<file path="src/rtl/bit_serial_pkg.sv">
`default_nettype none
// ============================================================================
//  Module      : bit_serial_pkg
//  Description : Shared types and constants for the bit-serial add/subtract
//                datapath (FSM state encoding, operation mode codes).
//  Revision    : 1.0 - initial release
// ============================================================================
package bit_serial_pkg;

    typedef enum logic [1:0] {
        IDLE = 2'd0,
        RUN  = 2'd1,
        DONE = 2'd2
    } state_t;

    localparam logic MODE_ADD = 1'b0;
    localparam logic MODE_SUB = 1'b1;

endpackage : bit_serial_pkg
`default_nettype wire

</file>
<file path="src/rtl/bit_serial_addsub_fa_cell.sv">
`default_nettype none
// ============================================================================
//  Module      : serial_fa_cell
//  Description : Combinational one-bit full adder, the arithmetic core of the
//                bit-serial datapath.
//  Revision    : 1.0 - initial release
// ============================================================================
module serial_fa_cell (
    input  logic a,
    input  logic b,
    input  logic c,
    output logic sum,
    output logic carry
);

    assign sum   = a ^ b ^ c;
    assign carry = (a & b) | (a & c) | (b & c);

endmodule : serial_fa_cell
`default_nettype wire

</file>
<file path="src/rtl/bit_serial_addsub.sv">
`default_nettype none
// ============================================================================
//  Module      : bit_serial_addsub
//  Description : Bit-serial adder/subtractor. Operands are shifted LSB-first
//                through one full-adder cell with a registered carry; the
//                parallel result, carry-out and signed overflow are presented
//                with a one-cycle done pulse. Subtraction is A + ~B + 1.
//  Revision    : 1.0 - initial release
// ============================================================================
module bit_serial_addsub
    import bit_serial_pkg::*;
#(
    parameter int WIDTH = 8
) (
    input  logic             i_clk,
    input  logic             i_rst,
    input  logic             i_start,
    input  logic             i_mode,
    input  logic [WIDTH-1:0] i_data_a,
    input  logic [WIDTH-1:0] i_data_b,
    output logic             o_busy,
    output logic             o_done,
    output logic [WIDTH-1:0] o_data_sum,
    output logic             o_data_carry,
    output logic             o_overflow
);

    localparam int               CNT_W  = $clog2(WIDTH);
    localparam logic [CNT_W-1:0] c_last = CNT_W'(WIDTH - 1);

    state_t             r_state;
    logic [WIDTH-1:0]   r_a;
    logic [WIDTH-1:0]   r_b;
    logic               r_carry;
    logic [CNT_W-1:0]   r_cnt;
    logic [WIDTH-1:0]   r_res;
    logic               r_busy;
    logic               r_done;
    logic [WIDTH-1:0]   r_sum;
    logic               r_cout;
    logic               r_ovf;

    logic               w_sum;
    logic               w_cout;
    logic [WIDTH-1:0]   w_res_next;

    serial_fa_cell u_fa (
        .a     (r_a[0]),
        .b     (r_b[0]),
        .c     (r_carry),
        .sum   (w_sum),
        .carry (w_cout)
    );

    // Result register shifts right, new sum bit enters at the MSB
    assign w_res_next = (r_res >> 1)
                      | ({{(WIDTH-1){1'b0}}, w_sum} << (WIDTH - 1));

    // Control FSM, operand/result shifting and registered outputs
    always_ff @(posedge i_clk) begin
        if (i_rst) begin
            r_state <= IDLE;
            r_a     <= '0;
            r_b     <= '0;
            r_carry <= 1'b0;
            r_cnt   <= '0;
            r_res   <= '0;
            r_busy  <= 1'b0;
            r_done  <= 1'b0;
            r_sum   <= '0;
            r_cout  <= 1'b0;
            r_ovf   <= 1'b0;
        end else begin
            r_done <= 1'b0;
            case (r_state)
                IDLE, DONE: begin
                    if (i_start) begin
                        r_a     <= i_data_a;
                        r_b     <= (i_mode == MODE_SUB) ? ~i_data_b : i_data_b;
                        // carry-in of 1 completes the two's-complement negate
                        r_carry <= i_mode;
                        r_cnt   <= '0;
                        r_res   <= '0;
                        r_busy  <= 1'b1;
                        r_state <= RUN;
                    end else begin
                        r_state <= IDLE;
                    end
                end
                RUN: begin
                    r_a     <= r_a >> 1;
                    r_b     <= r_b >> 1;
                    r_carry <= w_cout;
                    r_res   <= w_res_next;
                    r_cnt   <= r_cnt + CNT_W'(1);
                    if (r_cnt == c_last) begin
                        // r_carry here is the carry into the MSB position
                        r_sum   <= w_res_next;
                        r_cout  <= w_cout;
                        r_ovf   <= r_carry ^ w_cout;
                        r_busy  <= 1'b0;
                        r_done  <= 1'b1;
                        r_state <= DONE;
                    end
                end
                default: begin
                    r_state <= IDLE;
                    r_busy  <= 1'b0;
                end
            endcase
        end
    end

    assign o_busy       = r_busy;
    assign o_done       = r_done;
    assign o_data_sum   = r_sum;
    assign o_data_carry = r_cout;
    assign o_overflow   = r_ovf;

endmodule : bit_serial_addsub
`default_nettype wire

</file>
<file path="config.mk">
export PLATFORM = sky130hd
export DESIGN_NAME = bit_serial_addsub
export DESIGN_NICKNAME = d
export VERILOG_FILES = /design/src/rtl/bit_serial_pkg.sv /design/src/rtl/bit_serial_addsub_fa_cell.sv /design/src/rtl/bit_serial_addsub.sv
export SDC_FILE = /design/constraint.sdc
export NUM_CORES = 1
export LEC_CHECK = 0
export CAP_MARGIN = 40
export CORE_ASPECT_RATIO = 0.5
export CORE_MARGIN = 3
export CORE_UTILIZATION = 51
export DETAILED_ROUTE_END_ITERATION = 7
export HOLD_SLACK_MARGIN = 0.15
export PLACE_DENSITY = 0.85
export SETUP_SLACK_MARGIN = 0.15
export SLEW_MARGIN = 20
export SYNTH_ARGS = -nofsm -noshare
export SYNTH_HDL_FRONTEND = slang
export SYNTH_SLANG_ARGS = --single-unit
</file>
<file path="constraint.sdc">
create_clock -name i_clk -period 1.7 [get_ports i_clk]
set_clock_uncertainty 0.15 [all_clocks]
set_input_delay 0.51 -clock i_clk [delete_from_list [all_inputs] [get_ports i_clk]]
set_output_delay 0.51 -clock i_clk [all_outputs]
set_load 0.05 [all_outputs]
</file>
## After elaboration in Yosys (flattened, before gate mapping)

Cells that the tools add are included.

- Register bits after elaboration: 42
- Output and inout bits: 12
- Word-level logic and storage cells: 53
- Bits of input ports: 20

- Reductions and logical operators: 7
- Multiplexer cells: 18
- Add/sub/neg operators: 1
- Eq/ne operators: 5
- Bitwise gates (word level): 11

Operator list:

| operator | count |
|---|---|
| one-hot mux 8 bit (2 select lines) | 3 |
| 2-to-1 mux 8 bit | 4 |
| inverter 8 bit | 1 |
| bitwise OR 7 x 8 -> 8 bit | 1 |
| one-hot mux 3 bit (2 select lines) | 1 |
| AND reduction 2 bit | 3 |
| 2-to-1 mux 1 bit | 5 |
| != test 2 bit (second input constant) | 2 |
| one-hot mux 1 bit (2 select lines) | 2 |
| one-hot mux 2 bit (2 select lines) | 1 |
| OR reduction 2 bit | 2 |
| adder 3 x 1 -> 3 bit (second input constant) | 1 |
| AND 1 bit | 3 |
| == test 3 bit (second input constant) | 1 |
| 2-to-1 mux 3 bit | 1 |
| XOR 1 bit | 3 |
| == test 2 x 1 -> 1 bit (second input constant) | 1 |
| == test 2 bit (second input constant) | 1 |
| logical NOT 2 bit | 1 |
| 2-to-1 mux 2 bit | 1 |
| bitwise OR 1 bit | 2 |
| nonzero test 2 bit | 1 |
| inverter 1 bit | 1 |

## Longest topological paths before layout

Gate-level depths: netlist (run 1).

- Word-level depth: 4
- Mapped depth: 6
- Gate-level depth less buffers: 5

## Cells and area by module

A second synthesis (run 1) with hierarchy kept.

- Cells, all modules: 196
- Area, all modules: 1722.9 µm²

Modules (own cells, without submodules):

| module | seq. area each (µm²) | cells an instance | area an instance (µm²) | instances |
|---|---|---|---|---|
| bit_serial_addsub | 820.8 | 195 | 1702.9 | 1 |
| serial_fa_cell | 0.0 | 1 | 20.0 | 1 |

## Worst setup path before layout (run 1)

Ideal clock, no wire load.

- Kind: flip-flop to flip-flop
- Start: register r_cnt[0]
- End: register r_sum[1] (netlist: o_data_sum[1])
- Arrival time: 1.264 ns
- Clock period less this slack: 1.486 ns
- Required time: 1.479 ns
- Setup time: 0.071 ns
- Cell stages (with the launch flop): 7
- Setup slack: 0.214 ns
- Path buffers: 1
- Cells stage by stage: dfxtp_1 ha_1 ha_1 nand3b_1 clkbuf_1 nand2_1 a21oi_1

- Word-level cells in the longest chain between the ends: 2

RTL lines:

| element | line | RTL |
|---|---|---|
| from (decl) | bit_serial_addsub.sv:35 | `logic [CNT_W-1:0] r_cnt;` |
| from (signal assigned) | bit_serial_addsub.sv:95 | `r_cnt <= r_cnt + CNT_W'(1);` |
| == test 3 bit | bit_serial_addsub.sv:96 | `if (r_cnt == c_last) begin` |
| AND reduction 2 bit (no line) | -- |  |
| to (signal assigned) | bit_serial_addsub.sv:98 | `r_sum <= w_res_next;` |
| to (decl) | bit_serial_addsub.sv:39 | `logic [WIDTH-1:0] r_sum;` |

Every way passes these cells.
A chain may end at the register's enable or synchronous reset.

## Final worst setup path (run 1)

- Start: register r_cnt[0]
- End: register r_ovf (netlist: o_overflow)

- Word-level cells in the longest chain between the ends: 2

RTL lines:

| element | line | RTL |
|---|---|---|
| == test 3 bit | bit_serial_addsub.sv:96 |  |
| AND reduction 2 bit (no line) | -- |  |
| to (signal assigned) | bit_serial_addsub.sv:100 | `r_ovf <= r_carry ^ w_cout;` |
| to (decl) | bit_serial_addsub.sv:41 | `logic r_ovf;` |

Every way passes these cells.

==> results of run 1 <==
## power groups by stage
| stage | sequential (W) | combinational, W | clock, W |
|---|---|---|---|
| 4_1_cts | 0.00103 | 0.000288 | 0.000825 |
| 3_3_place_gp | 0.00105 | 0.000277 | 0 |
| 2_1_floorplan | 0.00105 | 0.000188 | 0 |
| 5_1_grt | 0.00104 | 0.000318 | 0.000859 |
| 6_report | 0.00103 | 0.000293 | 0.000811 |
| 3_5_place_dp | 0.00105 | 0.000285 | 0 |
## layer usage
metal | up-vias | wire length, um
li1 | 741 | -
met1 | 691 | 1690
met2 | 53 | 1920
met3 | 8 | 223
met4 | 0 | 57
met5 | - | 0
## placed cells by master, fill, tap and decap left out, drive strengths merged
cell           count
clkdlybuf4s50     19
nand3b             1
and2b              1
bufinv             1
dfxtp             41
clkbuf             6
nand2b             3
xnor2              1
fa                 1
a211oi             1
o21a               1
o32a               1
a22oi             15
buf               22
nor2               6
a21oi             36
clkinvlp           1
ha                 2
nand3             27
nand2             29
and3b              2
xor2               8
inv                1
nor2b              1
## worst min path at each step
| stage | slack, ps | endpoint |
|---|---|---|
| floorplan | 280 | o_data_sum[0]$_SDFFE_PP0P_ |
| global route | 350 | o_data_sum[3]$_SDFFE_PP0P_ |
| CTS | 330 | r_a[1]$_SDFFE_PP0P_ |
| detailed placement | 300 | o_data_sum[0]$_SDFFE_PP0P_ |
| global placement | 290 | o_data_sum[0]$_SDFFE_PP0P_ |
| finish | 320 | r_b[7]$_SDFFE_PP0P_ |
## critical path, stage by stage (launching register included)
cell      delay [ps]
dfxtp_1          360
ha_1             200
ha_4             170
and3b_2          260
nor2_1            70
a211oi_1         260
## sequential cells by signal, indices dropped and copies added (netlist names)
name	count
o_done	1
o_busy	1
r_res	7
o_data_carry	1
r_b	8
r_state	2
r_cnt	3
r_a	8
o_data_sum	8
r_carry	1
o_overflow	1
## per-stage QoR
step	total power [W]	std cells
2_1_floorplan	0.00124	196
3_3_place_gp	0.00133	256
3_5_place_dp	0.00134	256
4_1_cts	0.00214	266
5_1_grt	0.00221	267
6_report	0.00214	267
## final cells by class
| class | instances | area [um2] | share of cell area (%) |
|---|---|---|---|
| Clock buffer | 6 | 82.6 | 3.45 |
| Clock inverter | 2 | 37.5 | 1.57 |
| Inverter | 1 | 3.75 | 0.157 |
| Multi-Input combinational cell | 136 | 847 | 35.4 |
| Sequential cell | 41 | 821 | 34.3 |
| Tap cell | 40 | 50.0 | 2.09 |
| Timing Repair Buffer | 41 | 551 | 23.0 |
## kinds of logic (layout without fill, tap and decap cells)
family | after synthesis | count (layout) | share of synthesized area, %
flops | 41 | 41 | 46.3
xor+xnor | 9 | 9 | 4.45
compound gates | 54 | 54 | 21.5
buf+inv | 20 | 50 | 7.48
fa+ha+maj | 3 | 3 | 2.54
simple gates | 69 | 70 | 17.8
## timing repair
item | CTS | global route
hold buffers | 0 | 0
endpoints found under the setup margin | 12 | 24
cloned | 0 | 1
resized for setup | 1 | 6
setup buffers | 2 | 0
## Yosys cell counts (2+ instances only)
master | number | area share [%]
buf_2 | 4 | 1.1
dfxtp_1 | 41 | 46
a21oi_1 | 34 | 9.6
nand2b_1 | 3 | 1.1
buf_1 | 2 | 0.42
a22oi_2 | 11 | 7.8
buf_6 | 5 | 3.2
xor2_1 | 8 | 4.0
nand2_1 | 29 | 6.1
a22oi_1 | 4 | 1.7
nand3_1 | 27 | 7.6
nor2_1 | 6 | 1.3
buf_4 | 4 | 1.7
a21oi_2 | 2 | 0.99
ha_1 | 2 | 1.4
clkbuf_1 | 4 | 0.85
==> results.tsv, run 1 <==
metric	value	unit
worst-r2r-cell-count	5	
grt_usage	19.0	%
hold_ws	324	ps
cts_tree	done	
clkPwrFrac	37.9	%
start_util	56.2	%
ios	32	
totalNegativeSetupSlack	0	ps
ant_nets	0	
slew_headroom	81.0	%
rsz0062_at_grt	yes	
antenna_found_initial	0	
min_period	1570	ps
async_reset_ff_share	0	%
maxCapViolCount	0	
grt_pass1_vias	1330	
clock_path_buffers	2	
rows	14	
synthCells	196	
internal_power	0.00162	W
fillCellCount	221	
synth-edff-count	0	
drive_gt1_share	20.7	%
cp-start-kind	register	
seq_area_frac_synth	46.3	%
finalCritPeriodShare	92.5	%
cts_root_buf	clkbuf_8	
end_kind	register	
power_frac_seq	48.3	%
die-area	4260	um2
dr.pass1.iters	4	
crit_start	r_cnt[0]$_SDFFE_PP0P_	
fin_util	75.9	%
gp_congestion	0.765	
yosys_warnings	0	
fin_nets	249	
r2r_end	o_overflow$_SDFFE_PP0P_	
ys_ff_latch	41	
die_width	89.4	um
syn_area	1770	um2
crit_end	o_overflow$_SDFFE_PP0P_	
ys_types	26	
irDropWorstVdd	0.454	mV
setup_ws	128	ps
pre_cts_ws	-150	ps
fin_area	2390	um2
min_path_type	register to register	
worst_ep_required_time	1750	ps
slew_viol_final	0	
drt_iter0_drc	97	
cts.sinks	41	
grt_overflow	0	
hold_depth	2	
path_clk_slew	80	ps
syn2layout_area_growth	34.9	%
synthFlopType	dfxtp_1	
use_met2	34.4	%
avgViaCountPerCell	5.59	
dp_hpwl	2300	um
grtUsageMet3	4.81	%
syn_area_per_cell	9.05	um2
cts_buffers	5	
power_frac_comb	13.7	%
crit_type	register to register	
status	finished, final reports clean	
die_h	47.7	um
power.leakage	0.842	nW
postPlaceCellArea	2220	um2
worstMarginPinSlew	285	ps
grt_pass1_wl	6020	um
dr_total_vias	1493	
wl_per_cell	14.6	um
swShare	24.2	%
reg2reg_slack	130	ps
syn_nets	219	
htreeDepth	2	
globalRouteMet1Util	22.9	%
fmax	636	MHz
cp_data_arrival_time	1620	ps
grt_start_max_net_pins	42	
path_max_fanout	6	
min_from	r_b[7]$_SDFFE_PP0P_	
io_buffers	31	
core	3150	um2
setup_viol	0	
p_sw	0.000517	W
rr_startpoint	r_cnt[0]$_SDFFE_PP0P_	
drc_errors	0	
hold_viol_final	0	
diodes	0	
top_usage_layer	met2	
drt-total-wl	3900	um
powerDensity	893	nW/um2
clkLatencyLatePin	300	ps
Power figures use the tool's default switching activity.
==> inputs of run 2 (changes only) <==
--- a/config.mk
+++ b/config.mk
@@ -9,11 +9,11 @@
 export CORE_ASPECT_RATIO = 0.5
 export CORE_MARGIN = 3
 export CORE_UTILIZATION = 51
+export CTS_CLUSTER_SIZE = 24
 export DETAILED_ROUTE_END_ITERATION = 7
 export HOLD_SLACK_MARGIN = 0.15
 export PLACE_DENSITY = 0.85
 export SETUP_SLACK_MARGIN = 0.15
-export SLEW_MARGIN = 20
 export SYNTH_ARGS = -nofsm -noshare
 export SYNTH_HDL_FRONTEND = slang
 export SYNTH_SLANG_ARGS = --single-unit
==> results of run 2 <==
Same layout as run 1: the final DEF is identical, and so are final timing and power.
==> inputs of run 3 (changes only) <==
--- a/config.mk
+++ b/config.mk
@@ -6,14 +6,14 @@
 export NUM_CORES = 1
 export LEC_CHECK = 0
 export CAP_MARGIN = 40
-export CORE_ASPECT_RATIO = 0.5
+export CELL_PAD_IN_SITES_DETAIL_PLACEMENT = 1
+export CELL_PAD_IN_SITES_GLOBAL_PLACEMENT = 2
 export CORE_MARGIN = 3
-export CORE_UTILIZATION = 51
+export CORE_UTILIZATION = 31
 export CTS_CLUSTER_SIZE = 24
 export DETAILED_ROUTE_END_ITERATION = 7
 export HOLD_SLACK_MARGIN = 0.15
 export PLACE_DENSITY = 0.85
-export SETUP_SLACK_MARGIN = 0.15
 export SYNTH_ARGS = -nofsm -noshare
 export SYNTH_HDL_FRONTEND = slang
 export SYNTH_SLANG_ARGS = --single-unit
==> run 3 against run 2 <==
  * First-iteration DRC count shrank 49%
  * Utilization fell by 30 points
  * Register-to-register slack is essentially flat
  * Worst hold slack got worse by 9.7 ps
  * Final cell count rose by 11%
  * Critical path depth stayed put
  * Sequential power barely moved
  * Worst setup slack worse by 2.1 ps
  * Global-route usage down 6.4 points
  * Sequential share of layout area fell by 0.30 points
  * Non-clock buffer count grew 1
  * Critical path type unchanged
  * Largest power group unchanged
==> results.tsv, run 3 (synthesized netlist as in run 1, its figures left out) <==
metric	value	unit	change
status	finished, final reports clean		
die-area	6660	um2	+56%
gp_congestion	0.724		-5.4%
post_cts_buffers	0		-2
drt_iter0_drc	49		-49%
cp-start-kind	register		
drc_errors	0		unchanged
grtUsageMet3	2.74	%	-2.1 points
worstMarginPinSlew	219	ps	-65.4 ps
diodes	0		unchanged
cp_num_cells	5		unchanged
totalNegativeSetupSlack	0	ps	unchanged
use_met2	22.3	%	-12 points
rows	26		+12
cp_num_buf_inv	1		+1
cp_data_arrival_time	1620	ps	about the same
min_period	1570	ps	+2.08 ps
die_width	81.6	um	-8.7%
grt_pass1_vias	1459		+9.7%
drive_gt1_share	19.4	%	-1.3 points
min_path_type	register to register		
ant_nets	0		unchanged
slew_viol_final	0		unchanged
dp_hpwl	2650	um	+15%
cts_tree	done		
critPathTopFamily	adder cells		
power.total	0.00212	W	-0.60%
clock_path_buffers	2		unchanged
finalCritPeriodShare	92.6	%	+0.12 points
hold_depth	2		unchanged
cts_root_buf	clkbuf_8		
worst-r2r-cell-count	5		unchanged
fmax	635	MHz	-0.13%
grt_pass1_wl	6560	um	+8.9%
slew_headroom	85.4	%	+4.4 points
crit_path_frequent_cell	ha_1		
crit_type	register to register		
irDropWorstVdd	0.301	mV	-34%
path_cells	ha_1 > ha_1 > and3b_1 > buf_4 > a211oi_1		
fin_nets	249		unchanged
path_clk_slew	80	ps	about the same
powerDensity	880	nW/um2	-1.5%
final_cell_mix	dfxtp_1, a21oi_1, nand2_1		
avgViaCountPerCell	4.96		-11%
rsz0062_at_grt	no		
hold_ws	314	ps	-9.73 ps
worst_ep_required_time	1750	ps	about the same
start_util	33.4	%	-23 points
hold_buffers	0		unchanged
maxCapViolCount	0		unchanged
fin_cells	297		+11%
io_buffers	31		unchanged
fin_util	45.5	%	-30 points
placed_cells	289		+13%
grt_overflow	0		unchanged
drt-total-wl	3960	um	+1.6%
cts_resized	0		-1
dr_total_vias	1474		-1.3%
top_usage_layer	met2		
cts_buffers	5		unchanged
layout_commonest_cell	dfxtp_1		
setup_viol	0		unchanged
hold_viol_final	0		unchanged
core	5300	um2	+68%
htreeDepth	2		unchanged
cts.sinks	41		unchanged
grt_start_max_net_pins	42		unchanged
slowest_delay	320	ps	-40 ps
ios	32		unchanged
antenna_found_initial	0		unchanged
globalRouteMet1Util	14.7	%	-8.2 points
syn2layout_area_growth	36.1	%	
power.leakage	0.850	nW	+0.95%
wl_per_cell	13.3	um	-8.7%
die_h	81.6	um	+71%
path_max_fanout	4		-2
end_kind	register		
cp_slowest_cell	dfxtp_1		
dr.pass1.iters	4		unchanged
clkLatencyLatePin	290	ps	about the same
grt_usage	12.6	%	-6.4 points
-- run 3: worst paths after layout --
path / slack (ps) / start / to
max reg2reg: 130 / r_cnt[0]$_SDFFE_PP0P_ / o_overflow$_SDFFE_PP0P_
min reg2reg: 310 / r_res[1]$_SDFFE_PP0P_ / o_data_sum[0]$_SDFFE_PP0P_
min: 310 / r_res[1]$_SDFFE_PP0P_ / o_data_sum[0]$_SDFFE_PP0P_
max: 130 / r_cnt[0]$_SDFFE_PP0P_ / o_overflow$_SDFFE_PP0P_
-- run 3: layout make-up --
type                            instances  area [um2]
Inverter                                1        3.75
Fill cell                             604        2890
Multi-Input combinational cell        135         822
Clock inverter                          1        30.0
Clock buffer                            7        86.3
Sequential cell                        41         821
Timing Repair Buffer                   42         563
Tap cell                               70        87.6
-- run 3: per-layer routing --
layer	up-vias	share of wire, %
met2	32	53
met5	-	0
met4	0	0.68
met1	705	42
li1	733	-
met3	4	4.2
-- run 3: worst register-to-register path, cell delays in order, from the launching register on --
cell and delay [ps]:
dfxtp_1 320, ha_1 210, ha_1 230, and3b_1 220, buf_4 150, a211oi_1 210
-- run 3: power breakdown --
group          switching (W)  internal (W)  total, W
Clock               0.000325      0.000479  0.000804
Sequential         0.0000298      0.000999   0.00103
Combinational       0.000148      0.000144  0.000292
Total               0.000503       0.00162   0.00212
-- run 3: per-stage QoR --
| step | setup slack (ps) | instance area, um2 |
|---|---|---|
| 2_1_floorplan | 214 | 1770 |
| 3_3_place_gp | -161 | 2290 |
| 3_5_place_dp | -184 | 2290 |
| 4_1_cts | 104 | 2410 |
| 5_1_grt | 22.5 | 2410 |
| 6_report | 126 | 2410 |
